==> config.mk <==
export PLATFORM = sky130hd
export DESIGN_NAME = audio_mix_dac
export DESIGN_NICKNAME = d
export VERILOG_FILES = /design/src/rtl/audio_mix_pkg.sv /design/src/rtl/audio_dsm1.sv /design/src/rtl/audio_mix_dac.sv
export SDC_FILE = /design/constraint.sdc
export NUM_CORES = 1
export LEC_CHECK = 0
export CORE_ASPECT_RATIO = 1.1
export CORE_MARGIN = 2
export CORE_UTILIZATION = 40
export CTS_CLUSTER_DIAMETER = 100
export DETAILED_ROUTE_END_ITERATION = 10
export PLACE_DENSITY = 0.65
export SETUP_SLACK_MARGIN = 0.2
export SYNTH_ARGS = -nofsm -noshare
export SYNTH_HDL_FRONTEND = slang
export SYNTH_SLANG_ARGS = --single-unit
==> constraint.sdc <==
create_clock -name clk -period 9.95 [get_ports clk]
set_clock_uncertainty 0.15 [all_clocks]
set_input_delay 1.99 -clock clk [delete_from_list [all_inputs] [get_ports clk]]
set_output_delay 1.99 -clock clk [all_outputs]
set_load 0.01 [all_outputs]
==> src/rtl/audio_mix_pkg.sv <==
// Shared constants, state encoding and arithmetic helpers for the audio mixer.
package audio_mix_pkg;

  localparam int SMP_W = 16;

  typedef enum logic [1:0] {
    IDLE = 2'd0,
    ACC  = 2'd1,
    SAT  = 2'd2
  } mix_state_e;

  typedef struct packed {
    logic [SMP_W-1:0] val;
    logic             clipped;
  } sat_t;

  function automatic int clog2(input int n);
    int r;
    int v;
    r = 0;
    v = 1;
    while (v < n) begin
      v = v << 1;
      r = r + 1;
    end
    return r;
  endfunction

  // Clamp a sign-extended sum into the signed 16-bit range.
  function automatic sat_t sat16(input logic signed [31:0] x);
    sat_t r;
    if (x > 32'sd32767) begin
      r.val     = 16'h7FFF;
      r.clipped = 1'b1;
    end else if (x < -32'sd32768) begin
      r.val     = 16'h8000;
      r.clipped = 1'b1;
    end else begin
      r.val     = x[SMP_W-1:0];
      r.clipped = 1'b0;
    end
    return r;
  endfunction

endpackage

==> src/rtl/audio_dsm1.sv <==
// First-order delta-sigma modulator: offset-binary phase accumulator whose carry is the bitstream.
module audio_dsm1
  import audio_mix_pkg::*;
(
  input  logic                    clk,
  input  logic                    reset,
  input  logic signed [SMP_W-1:0] din,
  output logic                    dout
);

  logic [SMP_W-1:0] dacc_q, dacc_d;
  logic             dout_q, dout_d;
  logic [SMP_W-1:0] u;
  logic [SMP_W:0]   sum;

  always_comb begin
    u      = din ^ 16'h8000;
    sum    = {1'b0, dacc_q} + {1'b0, u};
    dacc_d = sum[SMP_W-1:0];
    dout_d = sum[SMP_W];
  end

  always_ff @(posedge clk) begin
    if (reset) begin
      dacc_q <= '0;
      dout_q <= 1'b0;
    end else begin
      dacc_q <= dacc_d;
      dout_q <= dout_d;
    end
  end

  assign dout = dout_q;

endmodule

==> src/rtl/audio_mix_dac.sv <==
// Time-multiplexed NCH-channel mixer with 16-bit saturation feeding a 1-bit delta-sigma output.
module audio_mix_dac
  import audio_mix_pkg::*;
#(
  parameter int NCH = 4
) (
  input  logic                   clk,
  input  logic                   reset,
  input  logic [SMP_W*NCH-1:0]   ch_in,
  input  logic [NCH-1:0]         ch_en,
  input  logic                   smp_stb,
  output logic [SMP_W-1:0]       mix_out,
  output logic                   mix_valid,
  output logic                   busy,
  output logic                   clip,
  output logic                   overrun,
  output logic                   dac_out
);

  localparam int AW = SMP_W + clog2(NCH);
  localparam int IW = clog2(NCH);

  mix_state_e           state_q, state_d;
  logic [SMP_W*NCH-1:0] snap_q, snap_d;
  logic [AW-1:0]        acc_q, acc_d;
  logic [IW-1:0]        idx_q, idx_d;
  logic [SMP_W-1:0]     mix_q, mix_d;
  logic                 valid_q, valid_d;
  logic                 clip_q, clip_d;
  logic                 overrun_q, overrun_d;
  logic [SMP_W-1:0]     sel;
  sat_t                 sat;

  // mix_valid/clip are single-cycle pulses with no backpressure; mix_out holds until the next pulse.
  always_comb begin
    state_d   = state_q;
    snap_d    = snap_q;
    acc_d     = acc_q;
    idx_d     = idx_q;
    mix_d     = mix_q;
    valid_d   = 1'b0;
    clip_d    = 1'b0;
    overrun_d = overrun_q | (smp_stb && (state_q != IDLE));
    sel       = snap_q[idx_q*SMP_W +: SMP_W];
    sat       = sat16({{(32-AW){acc_q[AW-1]}}, acc_q});
    case (state_q)
      IDLE: begin
        if (smp_stb) begin
          for (int k = 0; k < NCH; k++) begin
            snap_d[k*SMP_W +: SMP_W] = ch_en[k] ? ch_in[k*SMP_W +: SMP_W] : '0;
          end
          acc_d   = '0;
          idx_d   = '0;
          state_d = ACC;
        end
      end
      ACC: begin
        acc_d = acc_q + {{(AW-SMP_W){sel[SMP_W-1]}}, sel};
        idx_d = idx_q + 1'b1;
        if (idx_q == IW'(NCH-1)) state_d = SAT;
      end
      SAT: begin
        mix_d   = sat.val;
        clip_d  = sat.clipped;
        valid_d = 1'b1;
        state_d = IDLE;
      end
      default: state_d = IDLE;
    endcase
  end

  always_ff @(posedge clk) begin
    if (reset) begin
      state_q   <= IDLE;
      snap_q    <= '0;
      acc_q     <= '0;
      idx_q     <= '0;
      mix_q     <= '0;
      valid_q   <= 1'b0;
      clip_q    <= 1'b0;
      overrun_q <= 1'b0;
    end else begin
      state_q   <= state_d;
      snap_q    <= snap_d;
      acc_q     <= acc_d;
      idx_q     <= idx_d;
      mix_q     <= mix_d;
      valid_q   <= valid_d;
      clip_q    <= clip_d;
      overrun_q <= overrun_d;
    end
  end

  assign mix_out   = mix_q;
  assign mix_valid = valid_q;
  assign clip      = clip_q;
  assign overrun   = overrun_q;
  assign busy      = (state_q != IDLE);

  audio_dsm1 u_dsm (
    .clk   (clk),
    .reset (reset),
    .din   (mix_q),
    .dout  (dac_out)
  );

endmodule

==> impl_metrics.xml <==
<?xml version="1.0" encoding="UTF-8"?>
<metrics>
  <group name="floorplanning">
    <metric name="die_area" unit="sq mm">0.0158</metric>
    <metric name="die_w" unit="microns">120</metric>
    <metric name="initial_standard_cell_utilization_of_the_core" unit="">0.411</metric>
    <metric name="die_height" unit="microns">132</metric>
    <metric name="core_area" unit="sq mm">0.0144</metric>
    <metric name="boundaryPins" unit="">92</metric>
    <metric name="rows" unit="">46</metric>
  </group>
  <group name="global_route">
    <metric name="antenna_found_initial" unit="">0</metric>
    <metric name="global_route.overflow_total" unit="">0</metric>
    <metric name="maximum_number_of_pins_on_one_net_before_global_route_repair" unit="">76</metric>
    <metric name="grt_first_pass_wirelength" unit="microns">23800</metric>
    <metric name="track_usage" unit="">0.185</metric>
    <metric name="via_count_of_the_first_global_routing_pass" unit="">4999</metric>
  </group>
  <group name="timing">
    <metric name="timing_hold_violations_final" unit="">0</metric>
    <metric name="timing.final.crit_share" unit="">0.405</metric>
    <metric name="fmax" unit="MHz">248</metric>
    <metric name="rsz0062_at_grt" unit="">no</metric>
    <metric name="relative_slew_slack" unit="">0.191</metric>
    <metric name="worst_pin_slew" unit="ns">1.21</metric>
    <metric name="period_needed" unit="ns">4.03</metric>
    <metric name="fin_setup_tns" unit="ns">0</metric>
    <metric name="setup_viol" unit="">0</metric>
    <metric name="slew_violations" unit="">0</metric>
    <metric name="whs" unit="ns">0.299</metric>
  </group>
  <group name="yosys">
    <metric name="synthCells" unit="">689</metric>
    <metric name="async_flop_share" unit="">0</metric>
    <metric name="synthesis.yosys.warnings" unit="">0</metric>
    <metric name="synthDistinctLibCells" unit="">46</metric>
    <metric name="synth.ff_latch_count" unit="">122</metric>
    <metric name="mappedNetlistNets" unit="">796</metric>
    <metric name="synthesis.area" unit="sq mm">0.00593</metric>
    <metric name="synth_area_per_cell" unit="sq um">8.61</metric>
    <metric name="synth_edf_count" unit="">0</metric>
    <metric name="sequential_share_of_the_synthesized_area" unit="">0.412</metric>
    <metric name="ys.flop_type" unit="">sky130_fd_sc_hd__dfxtp_1</metric>
  </group>
  <group name="final_layout">
    <metric name="final_cells" unit="">960</metric>
    <metric name="multi_input_comb_area" unit="sq mm">0.00327</metric>
    <metric name="fillCellCount" unit="">1351</metric>
    <metric name="antennaDiodeCount" unit="">0</metric>
    <metric name="ff_latch_area" unit="sq mm">0.00244</metric>
    <metric name="area_growth" unit="%">27.7</metric>
    <metric name="layout.nets" unit="">864</metric>
    <metric name="post_route_design_area" unit="sq mm">0.00758</metric>
    <metric name="proportion_of_layout_cells_with_a_drive_suffix_above_1" unit="">0.0807</metric>
  </group>
  <group name="clock_tree">
    <metric name="post_cts_hold_buffer_count" unit="">0</metric>
    <metric name="numCtsBuffers" unit="">17</metric>
    <metric name="cts_root_buffer" unit="">sky130_fd_sc_hd__clkbuf_16</metric>
    <metric name="cts-htree-levels" unit="">4</metric>
    <metric name="worst_setup_hold_path_clk_slew" unit="ns">0.05</metric>
    <metric name="cts_num_sinks" unit="">122</metric>
    <metric name="cts_max_path_bufs" unit="">2</metric>
    <metric name="clk_latency" unit="ns">0.41</metric>
    <metric name="post-cts-setup-buffer-count" unit="">0</metric>
    <metric name="cts_repair_resize_count" unit="">0</metric>
    <metric name="cts_tree" unit="">yes</metric>
  </group>
  <group name="drt">
    <metric name="drt_iter0_markers" unit="">292</metric>
    <metric name="routed_via_count" unit="">5154</metric>
    <metric name="totalWireLength" unit="microns">14400</metric>
    <metric name="drt_pass1_iterations" unit="">4</metric>
    <metric name="final_routed_wire_length_divided_by_cell_count" unit="microns">15.0</metric>
    <metric name="route.detailed.drc" unit="">0</metric>
    <metric name="avgViaCountPerCell" unit="">5.37</metric>
    <metric name="ant_nets" unit="">0</metric>
  </group>
  <group name="hold_path">
    <metric name="worst_hold_path.num_cells" unit="">2</metric>
    <metric name="hold_path.startpoint" unit="">snap_q[32]</metric>
    <metric name="timing.hold.worst_endpoint" unit="">snap_q[32]</metric>
    <metric name="hold_path.class" unit="">reg2reg</metric>
  </group>
  <group name="placed_design">
    <metric name="dpl-instance-area" unit="sq mm">0.00694</metric>
    <metric name="numPortBuffers" unit="">91</metric>
    <metric name="place_congestion" unit="">0.862</metric>
    <metric name="detailed_place_hpwl" unit="microns">10100</metric>
    <metric name="numPlacedInstances" unit="">930</metric>
  </group>
  <group name="setup_path">
    <metric name="reg2reg_slack" unit="ns">6.31</metric>
    <metric name="timing.reg2reg.worst_path_depth" unit="">12</metric>
    <metric name="launch_instance_of_the_worst_register_to_register_path" unit="">idx_q[1]</metric>
    <metric name="worst-setup-path-type" unit="">in2reg</metric>
    <metric name="worstReg2RegEnd" unit="">acc_q[16]</metric>
    <metric name="critPathMaxFanout" unit="">65</metric>
    <metric name="cp.arrival" unit="ns">4.17</metric>
    <metric name="timing.critical_path.to_type" unit="">register</metric>
    <metric name="required" unit="ns">10.10</metric>
    <metric name="worstSetupStartpointType" unit="">input port</metric>
  </group>
  <group name="job">
    <metric name="cap_viol_max_count" unit="">0</metric>
  </group>
  <group name="power_and_ir_drop">
    <metric name="power_per_cell_area" unit="mW/mm^2">169</metric>
    <metric name="static-leakage-power" unit="nW">2.91</metric>
    <metric name="worst_ir_drop_vdd" unit="uV">109</metric>
  </group>
  <group name="outcome">
    <metric name="outcome" unit="">complete, no violations</metric>
  </group>
</metrics>
cell usage in the layout, fill, tap and decap left out, types with 5 or more instances in the layout:
cell type and n:
sky130_fd_sc_hd__mux4_2 16, sky130_fd_sc_hd__nor2b_1 6, sky130_fd_sc_hd__xor2_1 11, sky130_fd_sc_hd__buf_4 5, sky130_fd_sc_hd__a21oi_1 117, sky130_fd_sc_hd__a31oi_1 5
sky130_fd_sc_hd__dfxtp_1 122, sky130_fd_sc_hd__o21ai_0 24, sky130_fd_sc_hd__xnor2_1 16, sky130_fd_sc_hd__clkdlybuf4s50_1 90, sky130_fd_sc_hd__nor2_1 30, sky130_fd_sc_hd__a21o_1 11
sky130_fd_sc_hd__nand3_1 78, sky130_fd_sc_hd__clkbuf_16 17, sky130_fd_sc_hd__nand2b_1 7, sky130_fd_sc_hd__nand2_1 98, sky130_fd_sc_hd__inv_1 14, sky130_fd_sc_hd__ha_1 34
sky130_fd_sc_hd__clkbuf_8 5, sky130_fd_sc_hd__a22o_1 8
worst max-delay path, cell delays in order:
cell	delay [ns]
sky130_fd_sc_hd__clkdlybuf4s50_1	0.51
sky130_fd_sc_hd__and2_2	0.95
sky130_fd_sc_hd__nor3_2	0.27
sky130_fd_sc_hd__a221o_1	0.41
sequential cells by signal, summed over array words and instances, names as in the netlist:
signal	count
mix_out	16
clip	1
state_q	2
u_dsm.dout	1
overrun	1
acc_q	18
snap_q	64
u_dsm.dacc_q	16
mix_valid	1
idx_q	2
report_power, final:
group / internal [W] / switching [W] / leakage (nW)
clock network: 0.000448 / 0.000206 / 0.311
registers: 0.000503 / 0.00000875 / 0.989
logic: 0.0000525 / 0.0000599 / 1.61
total: 0.00100 / 0.000274 / 2.91
logic make-up after synthesis:
kind of cell	synth area share
simple gates	0.180
buf+inv	0.0384
compound gates	0.191
fa+ha+maj	0.0784
flops	0.412
xor+xnor	0.0398
mux	0.0607
metrics by stage:
stage	util	worst slack (ns)	power, W
final	0.525	5.92	0.00128
after global routing	0.525	5.73	0.00132
after detailed placement	0.481	5.48	0.000634
after CTS	0.525	5.91	0.00129
after floorplan	-	6.76	0.000586
after global placement	0.481	5.55	0.000632
Yosys cell counts (2+ instances only):
master / instances / area share
sky130_fd_sc_hd__a21o_1: 11 / 0.014
sky130_fd_sc_hd__a21oi_1: 117 / 0.099
sky130_fd_sc_hd__a21oi_2: 2 / 0.0030
sky130_fd_sc_hd__a22o_1: 8 / 0.012
sky130_fd_sc_hd__a31oi_1: 5 / 0.0053
sky130_fd_sc_hd__and2_1: 3 / 0.0032
sky130_fd_sc_hd__and2b_1: 2 / 0.0025
sky130_fd_sc_hd__and4_1: 2 / 0.0030
sky130_fd_sc_hd__buf_1: 4 / 0.0025
sky130_fd_sc_hd__buf_2: 2 / 0.0017
sky130_fd_sc_hd__clkbuf_1: 40 / 0.025
sky130_fd_sc_hd__dfxtp_1: 122 / 0.41
sky130_fd_sc_hd__fa_1: 2 / 0.0067
sky130_fd_sc_hd__ha_1: 34 / 0.072
sky130_fd_sc_hd__inv_1: 14 / 0.0089
sky130_fd_sc_hd__mux4_2: 16 / 0.061
sky130_fd_sc_hd__nand2_1: 99 / 0.063
sky130_fd_sc_hd__nand2b_1: 7 / 0.0074
sky130_fd_sc_hd__nand3_1: 78 / 0.066
sky130_fd_sc_hd__nor2_1: 30 / 0.019
sky130_fd_sc_hd__nor2b_1: 6 / 0.0063
sky130_fd_sc_hd__nor3_1: 3 / 0.0025
sky130_fd_sc_hd__o21a_1: 2 / 0.0025
sky130_fd_sc_hd__o21ai_0: 24 / 0.020
sky130_fd_sc_hd__o21ai_1: 3 / 0.0025
sky130_fd_sc_hd__o21bai_1: 4 / 0.0051
sky130_fd_sc_hd__o22ai_1: 2 / 0.0021
sky130_fd_sc_hd__o31ai_1: 4 / 0.0051
sky130_fd_sc_hd__xnor2_1: 16 / 0.024
sky130_fd_sc_hd__xor2_1: 11 / 0.016
metal layers:
layer	global-route usage	wire, microns	part of all wire	vias to the layer above
li1	-	-	-	2579
met1	0.242	6500	0.45	2404
met2	0.301	6860	0.48	146
met3	0.0376	740	0.052	25
met4	0.0693	264	0.018	0
met5	0	0	0	-
layout make-up:
| cell class | count | share of cell area |
|---|---|---|
| well taps | 192 | 0.0317 |
| clock inverters | 7 | 0.0182 |
| inverters | 14 | 0.00694 |
| flip-flops and latches | 122 | 0.322 |
| repair buffers | 95 | 0.124 |
| clock buffers | 23 | 0.0657 |
| multi-input cells | 507 | 0.431 |
worst max-delay path by stage:
stage	start	endpoint
final	smp_stb	acc_q[16]
after global routing	smp_stb	acc_q[16]
after CTS	smp_stb	acc_q[16]
after detailed placement	smp_stb	acc_q[16]
after global placement	smp_stb	acc_q[16]
after floorplan	idx_q[0]	acc_q[16]
Power figures use the tool's default switching activity.
